## config.mk

```make
export PLATFORM = sky130hd
export DESIGN_NAME = bnn_neuron_array_flat
export DESIGN_NICKNAME = d
export VERILOG_FILES = /design/src/rtl/bnn_neuron_array_if.sv /design/src/rtl/bnn_neuron_array.sv /design/src/flat_wrapper.sv
export SDC_FILE = /design/constraint.sdc
export NUM_CORES = 1
export LEC_CHECK = 0
export BUFFER_PORTS_ARGS = -buffer_cell sky130_fd_sc_hd__buf_2
export CAP_MARGIN = 20
export CORE_MARGIN = 2
export CORE_UTILIZATION = 61
export CTS_CLUSTER_SIZE = 16
export DETAILED_ROUTE_END_ITERATION = 6
export PLACE_DENSITY = 0.83
export SYNTH_ARGS = -nofsm -noshare
export SYNTH_HDL_FRONTEND = slang
export SYNTH_SLANG_ARGS = --single-unit
```

## constraint.sdc

```tcl
create_clock -name clk -period 9.01 [get_ports clk]
set_input_delay 0 -clock clk [delete_from_list [all_inputs] [get_ports clk]]
set_output_delay 0 -clock clk [all_outputs]
set_load 0.005 [all_outputs]
```

## src/rtl/bnn_neuron_array_if.sv

```systemverilog
// Handshake bundle for bnn_neuron_array: config/start, activation stream, result.
// Latency: none, wires only. Backpressure: x_valid/x_ready on input, out_valid/out_ready on output.
// BNN_ARGMAX_EN adds the argmax class-select output.
interface bnn_neuron_array_if #(
  parameter int NEURONS = 4,
  parameter int IN_W    = 9,
  parameter int ACC_W   = 15,
  parameter int BEATS_W = 7
);
  localparam int AM_W = (NEURONS > 1) ? $clog2(NEURONS) : 1;

  logic [BEATS_W-1:0]        cfg_beats;
  logic signed [ACC_W-1:0]   cfg_thresh;
  logic                      start;
  logic                      busy;
  logic                      x_valid;
  logic                      x_ready;
  logic [IN_W-1:0]           x_data;
  logic [NEURONS*IN_W-1:0]   w_data;
  logic                      out_valid;
  logic                      out_ready;
  logic [NEURONS-1:0]        out_bits;
  logic [NEURONS*ACC_W-1:0]  out_acc;
`ifdef BNN_ARGMAX_EN
  logic [AM_W-1:0]           argmax;
`endif

  modport master (
    output cfg_beats, cfg_thresh, start, x_valid, x_data, w_data, out_ready,
    input  busy, x_ready, out_valid, out_bits, out_acc
`ifdef BNN_ARGMAX_EN
    , input argmax
`endif
  );

  modport slave (
    input  cfg_beats, cfg_thresh, start, x_valid, x_data, w_data, out_ready,
    output busy, x_ready, out_valid, out_bits, out_acc
`ifdef BNN_ARGMAX_EN
    , output argmax
`endif
  );
endinterface

```

## src/rtl/bnn_neuron_array.sv

```systemverilog
// Parallel XNOR-popcount binary neurons with saturating accumulators and thresholded sign out.
// Latency: result valid one cycle after the last accepted beat. Backpressure: x_ready only in ACCUM;
// result held until out_ready. Optional BNN_ARGMAX_EN registers the index of the largest accumulator.
module bnn_neuron_array #(
  parameter int NEURONS = 4,
  parameter int IN_W    = 9,
  parameter int ACC_W   = 15,
  parameter int BEATS_W = 7
) (
  input  logic               clk,
  input  logic               rst,
  bnn_neuron_array_if.slave  bus
);
  // Two guard bits so acc + contrib never overflows before the clamp.
  localparam int SW = ACC_W + 2;
  localparam logic signed [SW-1:0] SAT_HI = SW'((2 ** (ACC_W - 1)) - 1);
  localparam logic signed [SW-1:0] SAT_LO = ~SAT_HI;

  typedef enum logic [1:0] {IDLE, ACCUM, DONE} state_t;

  state_t                  state_q, state_nxt;
  logic [BEATS_W-1:0]      beats_q, cnt_q;
  logic signed [ACC_W-1:0] thresh_q;
  logic signed [ACC_W-1:0] acc_q   [NEURONS];
  logic signed [ACC_W-1:0] acc_nxt [NEURONS];
  logic [NEURONS-1:0]      bits_q;
  logic [NEURONS*ACC_W-1:0] acc_flat;
  logic                    start_acc, beat_acc, last_beat;
  logic                    zero_pass_bit;
  logic [IN_W-1:0]         agree;
  logic signed [SW-1:0]    pop, sum;

  always_ff @(posedge clk) begin
    if (rst) state_q <= IDLE;
    else     state_q <= state_nxt;
  end

  always_comb begin
    state_nxt = state_q;
    start_acc = 1'b0;
    beat_acc  = 1'b0;
    last_beat = 1'b0;
    case (state_q)
      IDLE: if (bus.start) begin
        start_acc = 1'b1;
        state_nxt = (bus.cfg_beats == '0) ? DONE : ACCUM;
      end
      ACCUM: if (bus.x_valid) begin
        beat_acc = 1'b1;
        if (cnt_q == beats_q - BEATS_W'(1)) begin
          last_beat = 1'b1;
          state_nxt = DONE;
        end
      end
      DONE: if (bus.out_ready) state_nxt = IDLE;
      default: state_nxt = IDLE;
    endcase
  end

  assign bus.busy      = (state_q != IDLE);
  assign bus.x_ready   = (state_q == ACCUM);
  assign bus.out_valid = (state_q == DONE);
  assign bus.out_bits  = bits_q;
  assign bus.out_acc   = acc_flat;

  // contrib = 2*agreements - IN_W, then clamp to the signed accumulator range.
  always_comb begin
    agree = '0;
    pop   = '0;
    sum   = '0;
    for (int n = 0; n < NEURONS; n++) begin
      agree = ~(bus.x_data ^ bus.w_data[n*IN_W +: IN_W]);
      pop   = '0;
      for (int i = 0; i < IN_W; i++) pop = pop + SW'(agree[i]);
      sum = {{2{acc_q[n][ACC_W-1]}}, acc_q[n]} + (pop <<< 1) - SW'(IN_W);
      if (sum > SAT_HI)      acc_nxt[n] = SAT_HI[ACC_W-1:0];
      else if (sum < SAT_LO) acc_nxt[n] = SAT_LO[ACC_W-1:0];
      else                   acc_nxt[n] = sum[ACC_W-1:0];
    end
  end

  always_comb begin
    acc_flat = '0;
    for (int n = 0; n < NEURONS; n++) acc_flat[n*ACC_W +: ACC_W] = acc_q[n];
  end

  // Zero-beat pass: every accumulator is 0, so the sign is (0 >= thresh).
  assign zero_pass_bit = bus.cfg_thresh[ACC_W-1] || (bus.cfg_thresh == '0);

  always_ff @(posedge clk) begin
    if (rst) begin
      beats_q  <= '0;
      cnt_q    <= '0;
      thresh_q <= '0;
      bits_q   <= '0;
      for (int n = 0; n < NEURONS; n++) acc_q[n] <= '0;
    end else if (start_acc) begin
      beats_q  <= bus.cfg_beats;
      thresh_q <= bus.cfg_thresh;
      cnt_q    <= '0;
      bits_q   <= (bus.cfg_beats == '0) ? {NEURONS{zero_pass_bit}} : '0;
      for (int n = 0; n < NEURONS; n++) acc_q[n] <= '0;
    end else if (beat_acc) begin
      cnt_q <= cnt_q + BEATS_W'(1);
      for (int n = 0; n < NEURONS; n++) begin
        acc_q[n] <= acc_nxt[n];
        if (last_beat) bits_q[n] <= (acc_nxt[n] >= thresh_q);
      end
    end
  end

`ifdef BNN_ARGMAX_EN
  localparam int AM_W = (NEURONS > 1) ? $clog2(NEURONS) : 1;
  logic [AM_W-1:0]         am_nxt, am_q;
  logic signed [ACC_W-1:0] am_best;

  // Strict greater-than keeps the lowest index on ties.
  always_comb begin
    am_nxt  = '0;
    am_best = acc_nxt[0];
    for (int n = 1; n < NEURONS; n++) begin
      if (acc_nxt[n] > am_best) begin
        am_best = acc_nxt[n];
        am_nxt  = AM_W'(n);
      end
    end
  end

  always_ff @(posedge clk) begin
    if (rst || start_acc) am_q <= '0;
    else if (last_beat)   am_q <= am_nxt;
  end

  assign bus.argmax = am_q;
`endif
endmodule

```

## src/flat_wrapper.sv

```systemverilog
// flat-port wrapper written by rule: the top's interface ports become plain ports
module bnn_neuron_array_flat 
#(
  parameter int NEURONS = 4,
  parameter int IN_W    = 9,
  parameter int ACC_W   = 15,
  parameter int BEATS_W = 7
)
  (clk, rst, bus_cfg_beats, bus_cfg_thresh, bus_start, bus_x_valid, bus_x_data, bus_w_data, bus_out_ready, bus_busy, bus_x_ready, bus_out_valid, bus_out_bits, bus_out_acc);
  bnn_neuron_array_if #(.NEURONS(NEURONS), .IN_W(IN_W), .ACC_W(ACC_W), .BEATS_W(BEATS_W)) bus_i ();
  input  logic clk;
  input  logic rst;
  input wire logic [$bits(bus_i.cfg_beats)-1:0] bus_cfg_beats;
  input wire logic [$bits(bus_i.cfg_thresh)-1:0] bus_cfg_thresh;
  input wire logic [$bits(bus_i.start)-1:0] bus_start;
  input wire logic [$bits(bus_i.x_valid)-1:0] bus_x_valid;
  input wire logic [$bits(bus_i.x_data)-1:0] bus_x_data;
  input wire logic [$bits(bus_i.w_data)-1:0] bus_w_data;
  input wire logic [$bits(bus_i.out_ready)-1:0] bus_out_ready;
  output wire logic [$bits(bus_i.busy)-1:0] bus_busy;
  output wire logic [$bits(bus_i.x_ready)-1:0] bus_x_ready;
  output wire logic [$bits(bus_i.out_valid)-1:0] bus_out_valid;
  output wire logic [$bits(bus_i.out_bits)-1:0] bus_out_bits;
  output wire logic [$bits(bus_i.out_acc)-1:0] bus_out_acc;
  assign bus_i.cfg_beats = bus_cfg_beats;
  assign bus_i.cfg_thresh = bus_cfg_thresh;
  assign bus_i.start = bus_start;
  assign bus_i.x_valid = bus_x_valid;
  assign bus_i.x_data = bus_x_data;
  assign bus_i.w_data = bus_w_data;
  assign bus_i.out_ready = bus_out_ready;
  assign bus_busy = bus_i.busy;
  assign bus_x_ready = bus_i.x_ready;
  assign bus_out_valid = bus_i.out_valid;
  assign bus_out_bits = bus_i.out_bits;
  assign bus_out_acc = bus_i.out_acc;
  bnn_neuron_array #(.NEURONS(NEURONS), .IN_W(IN_W), .ACC_W(ACC_W), .BEATS_W(BEATS_W)) u_core (.clk(clk), .rst(rst), .bus(bus_i));
endmodule
```

==> qor.csv <==
stage;metric;value;unit
placement;PortBufs;138;
clock_tree;total setup buffers inserted after CTS;0;
die;row cnt;49;
synth;Seq cells post-synth;95;
setup_path;CP max FO;28;
sta;clk_skew;9.49;ps
hold_path;worst hold path startpoint;rst;
route;DR vias;10745;
sta;Final Critical Period;7260;ps
die;num ports;139;
clock_tree;CTS tree;yes;
route;post-route ant nets;0;
synth;cells after synthesis;1407;
route;router iterations before antenna repair;5;
synth;most area-consuming cells after synthesis;ha_1 18%, edfxtp_1 12%, dfxtp_1 8.9%;
synth;Syn. warnings;0;
clock_tree;CTS buffer count;9;
grt;Tot GR Track Use;0.304;
clock_tree;clk_lat worst skew;360;ps
die;initial core utilization;0.622;
cells_and_area;final cell count without fillers;1767;
synth;asr flop ratio synth;0;
power_and_ir_drop;VDD IR-drop max;0.000331;V
cells_and_area;Nets;1791;
synth;Post-synth EDFFs;45;
setup_path;crit path DAT;7530;ps
setup_path;most used cell, CP;fa_1;
placement;Routability Congestion;0.880;
sta;hold_ws;143;ps
cells_and_area;area of the multi-input gates;8090;µm²
cells_and_area;P&R area growth vs syn;12.0;%
die;Die Wd;140;µm
clock_tree;Sink Count;95;
grt;first-pass GRT wire length;48900;µm
route;initial drt markers;848;
synth;Syn Area/Cell;7.97;µm²
synth;Yosys cell types;90;
status;outcome;completed;
setup_path;crit start category;input port;
setup_path;R2R setup slack;3800;ps
sta;relative slew slack;0.290;
cells_and_area;Fillers;1487;
setup_path;Worst Reg-to-Reg Cells;21;
clock_tree;H-tree depth;3;
synth;Mapped Nets;1665;
hold_path;Hold Path Stages;2;
setup_path;Worst EP required;9290;ps
grt;largest net degree at the start of global routing;41;
grt;initial antenna violation count;0;
hold_path;Hold Path End;u_core.state_q[0]$_SDFFE_PP0P_;
route;Routed WL;29800;µm
setup_path;critical path type;input port to flip-flop;
route;post-DR vias/cell;6.08;
setup_path;Crit. End Element;flip-flop;
placement;Inst Count DP;1728;
sta;Worst-Margin Slew;1070;ps
die;Die H;140;µm
sta;Max Clock Freq;138;MHz
power_and_ir_drop;Pleak;5.78;nW
sta;Slew Viols, Final;0;
sta;Setup-failing EPs final;0;
setup_path;CP max stage cell;fa_1;
die;die area;19500;µm²
cells_and_area;Storage cell area;2350;µm²
synth;prevailing post-synth register cell;dfxtp_1;
clock_tree;Root Driver;clkbuf_16;
synth;register area share after synthesis;0.210;
synth;top cell type's share of synthesized area;0.181;
setup_path;Critical Path Start;bus_x_data[1];
sta;RSZ-0062 raised after global routing;no;
grt;grt ovf;0;
sta;final hold vios;0;
cells_and_area;share of post-route cells with drive strength above 1;0.127;
power_and_ir_drop;Cell Pwr Density;416;nW/µm²
route;wire per inst;16.9;µm
synth;Yosys top cell by area;ha_1;
clock_tree;clk buf depth;2;
setup_path;reg2reg start;u_core.acc_q[2][1]$_SDFFE_PP0P_;
sta;setup TNS;0;ps
setup_path;reg-to-reg endpoint;u_core.bus.out_bits[2]$_SDFFE_PP0P_;
route;DRC errors left;0;
clock_tree;clk slew on worst S/H paths;70;ps
sta;fin crit share;0.805;
setup_path;CP max stage delay;550;ps
clock_tree;CTS resizes;0;
die;core area;18000;µm²
cells_and_area;Antenna diodes;0;
synth;synthesized cell area;11200;µm²
job;Max Cap Viol;0;
grt;vias in the first global route;10275;
placement;DP HPWL;22600;µm
hold_path;min-delay worst type;input port to flip-flop;
placed cells by master, fill, tap and decap left out, types with 13 or more instances in the layout:
| cell | synthesis | layout |
|---|---|---|
| xnor2_1 | 42 | 42 |
| nand3_1 | 25 | 25 |
| dlygate4sd3_1 | 0 | 23 |
| and2_1 | 19 | 19 |
| nor2_1 | 129 | 129 |
| o21ai_0 | 56 | 56 |
| a21oi_1 | 111 | 111 |
| nand2b_1 | 20 | 20 |
| a211oi_1 | 30 | 30 |
| and3_1 | 13 | 13 |
| ha_1 | 162 | 162 |
| a21o_1 | 20 | 20 |
| xor2_1 | 38 | 38 |
| a31oi_1 | 25 | 24 |
| buf_2 | 10 | 138 |
| edfxtp_1 | 45 | 45 |
| dfxtp_1 | 50 | 50 |
| fa_1 | 24 | 24 |
| nor3_1 | 31 | 31 |
| nor2b_1 | 15 | 15 |
| inv_1 | 150 | 150 |
| nor4_1 | 13 | 13 |
| nand2_1 | 139 | 139 |
metrics by stage:
| step | cell area (µm²) | utilization | setup slack (ps) | total power [W] |
|---|---|---|---|---|
| after CTS | 12600 | 0.697 | 1770 | 0.00518 |
| after global placement | 12000 | 0.667 | 1570 | 0.00458 |
| after detailed placement | 12000 | 0.667 | 1420 | 0.00472 |
| after floorplan | 11200 | - | 2050 | 0.00383 |
| after global routing | 12600 | 0.697 | 1150 | 0.00581 |
| final | 12600 | 0.697 | 1750 | 0.00523 |
final cells by class:
cell class / count / area share
Sequential cell: 95 / 0.187
Clock buffer: 9 / 0.0179
Tap cell: 229 / 0.0228
Multi-Input combinational cell: 1110 / 0.644
Clock inverter: 7 / 0.00627
Inverter: 150 / 0.0448
Timing Repair Buffer: 167 / 0.0772
what timing repair did:
action                                  4_1_cts  5_1_grt
endpoints found under the setup margin        0        0
hold buffers                                 23        0
endpoints found under the hold margin        23        0
worst max-delay path, delay by kind of cell:
family,cells,cell delay (ps)
buffers and inverters,6,650
xor gates and xnor gates,2,340
adders and majority gates,9,3660
and+or+nand+nor,5,1100
AOI/OAI and AO/OA,8,1780
cells by family (layout without fill, tap and decap cells):
kind of cell / after synthesis / after routing / share of synthesized area
and+or+nand+nor: 461 / 461 / 0.199
adders and majority gates: 190 / 190 / 0.227
DFF: 95 / 95 / 0.210
AOI/OAI and AO/OA: 375 / 375 / 0.228
xor gates and xnor gates: 80 / 80 / 0.0625
muxes: 4 / 4 / 0.00368
buffers and inverters: 202 / 333 / 0.0697
power by group:
| group | internal [W] | total [W] | switching [W] |
|---|---|---|---|
| Sequential | 0.000505 | 0.000543 | 0.0000388 |
| Combinational | 0.00175 | 0.00428 | 0.00253 |
| Clock | 0.000220 | 0.000408 | 0.000189 |
| Total | 0.00247 | 0.00523 | 0.00276 |
metal layers:
layer	GRT usage	up-vias	wire [µm]
met5	0	-	0
met1	0.393	4987	12800
met2	0.521	400	14200
met3	0.0465	64	1920
met4	0.103	0	826
li1	-	5294	-
sequential cells by signal, summed over array words and instances, names as in the netlist:
name,flops
u_core.acc_q,60
u_core.beats_q,7
u_core.bus.out_bits,4
u_core.cnt_q,7
u_core.state_q,2
u_core.thresh_q,15
synthesized netlist by cell type, types with 4 or more instances:
cell type,instances
nor2_1,129
a21o_1,20
o21ai_2,4
o31ai_1,7
a221o_1,4
o311ai_0,4
and2_1,19
maj3_1,4
o2111ai_1,5
nand2b_1,20
xnor2_1,42
a31oi_1,25
a211oi_1,30
edfxtp_1,45
nor3_1,31
a211o_1,11
ha_1,162
inv_1,150
a2111oi_0,7
o22a_1,6
buf_2,10
fa_1,24
o211ai_1,10
nand4b_1,4
or2_2,7
clkbuf_1,37
nand2_1,139
a22oi_1,10
xor2_1,38
o21a_1,8
nor3b_1,5
nand3_1,25
and3_1,13
dfxtp_1,50
o21ai_1,4
nor2b_1,15
nor4_1,13
a21oi_1,111
nand4_1,11
o21ai_0,56
o211a_1,4
or3_1,9
worst max-delay path by stage:
stage	slack, ps	end
floorplan	2050	u_core.bus.out_bits[2]$_SDFFE_PP0P_
global placement	1570	u_core.bus.out_bits[2]$_SDFFE_PP0P_
detailed placement	1420	u_core.bus.out_bits[2]$_SDFFE_PP0P_
CTS	1770	u_core.bus.out_bits[2]$_SDFFE_PP0P_
global route	1150	u_core.bus.out_bits[2]$_SDFFE_PP0P_
finish	1750	u_core.bus.out_bits[2]$_SDFFE_PP0P_
Power figures use the tool's default switching activity.
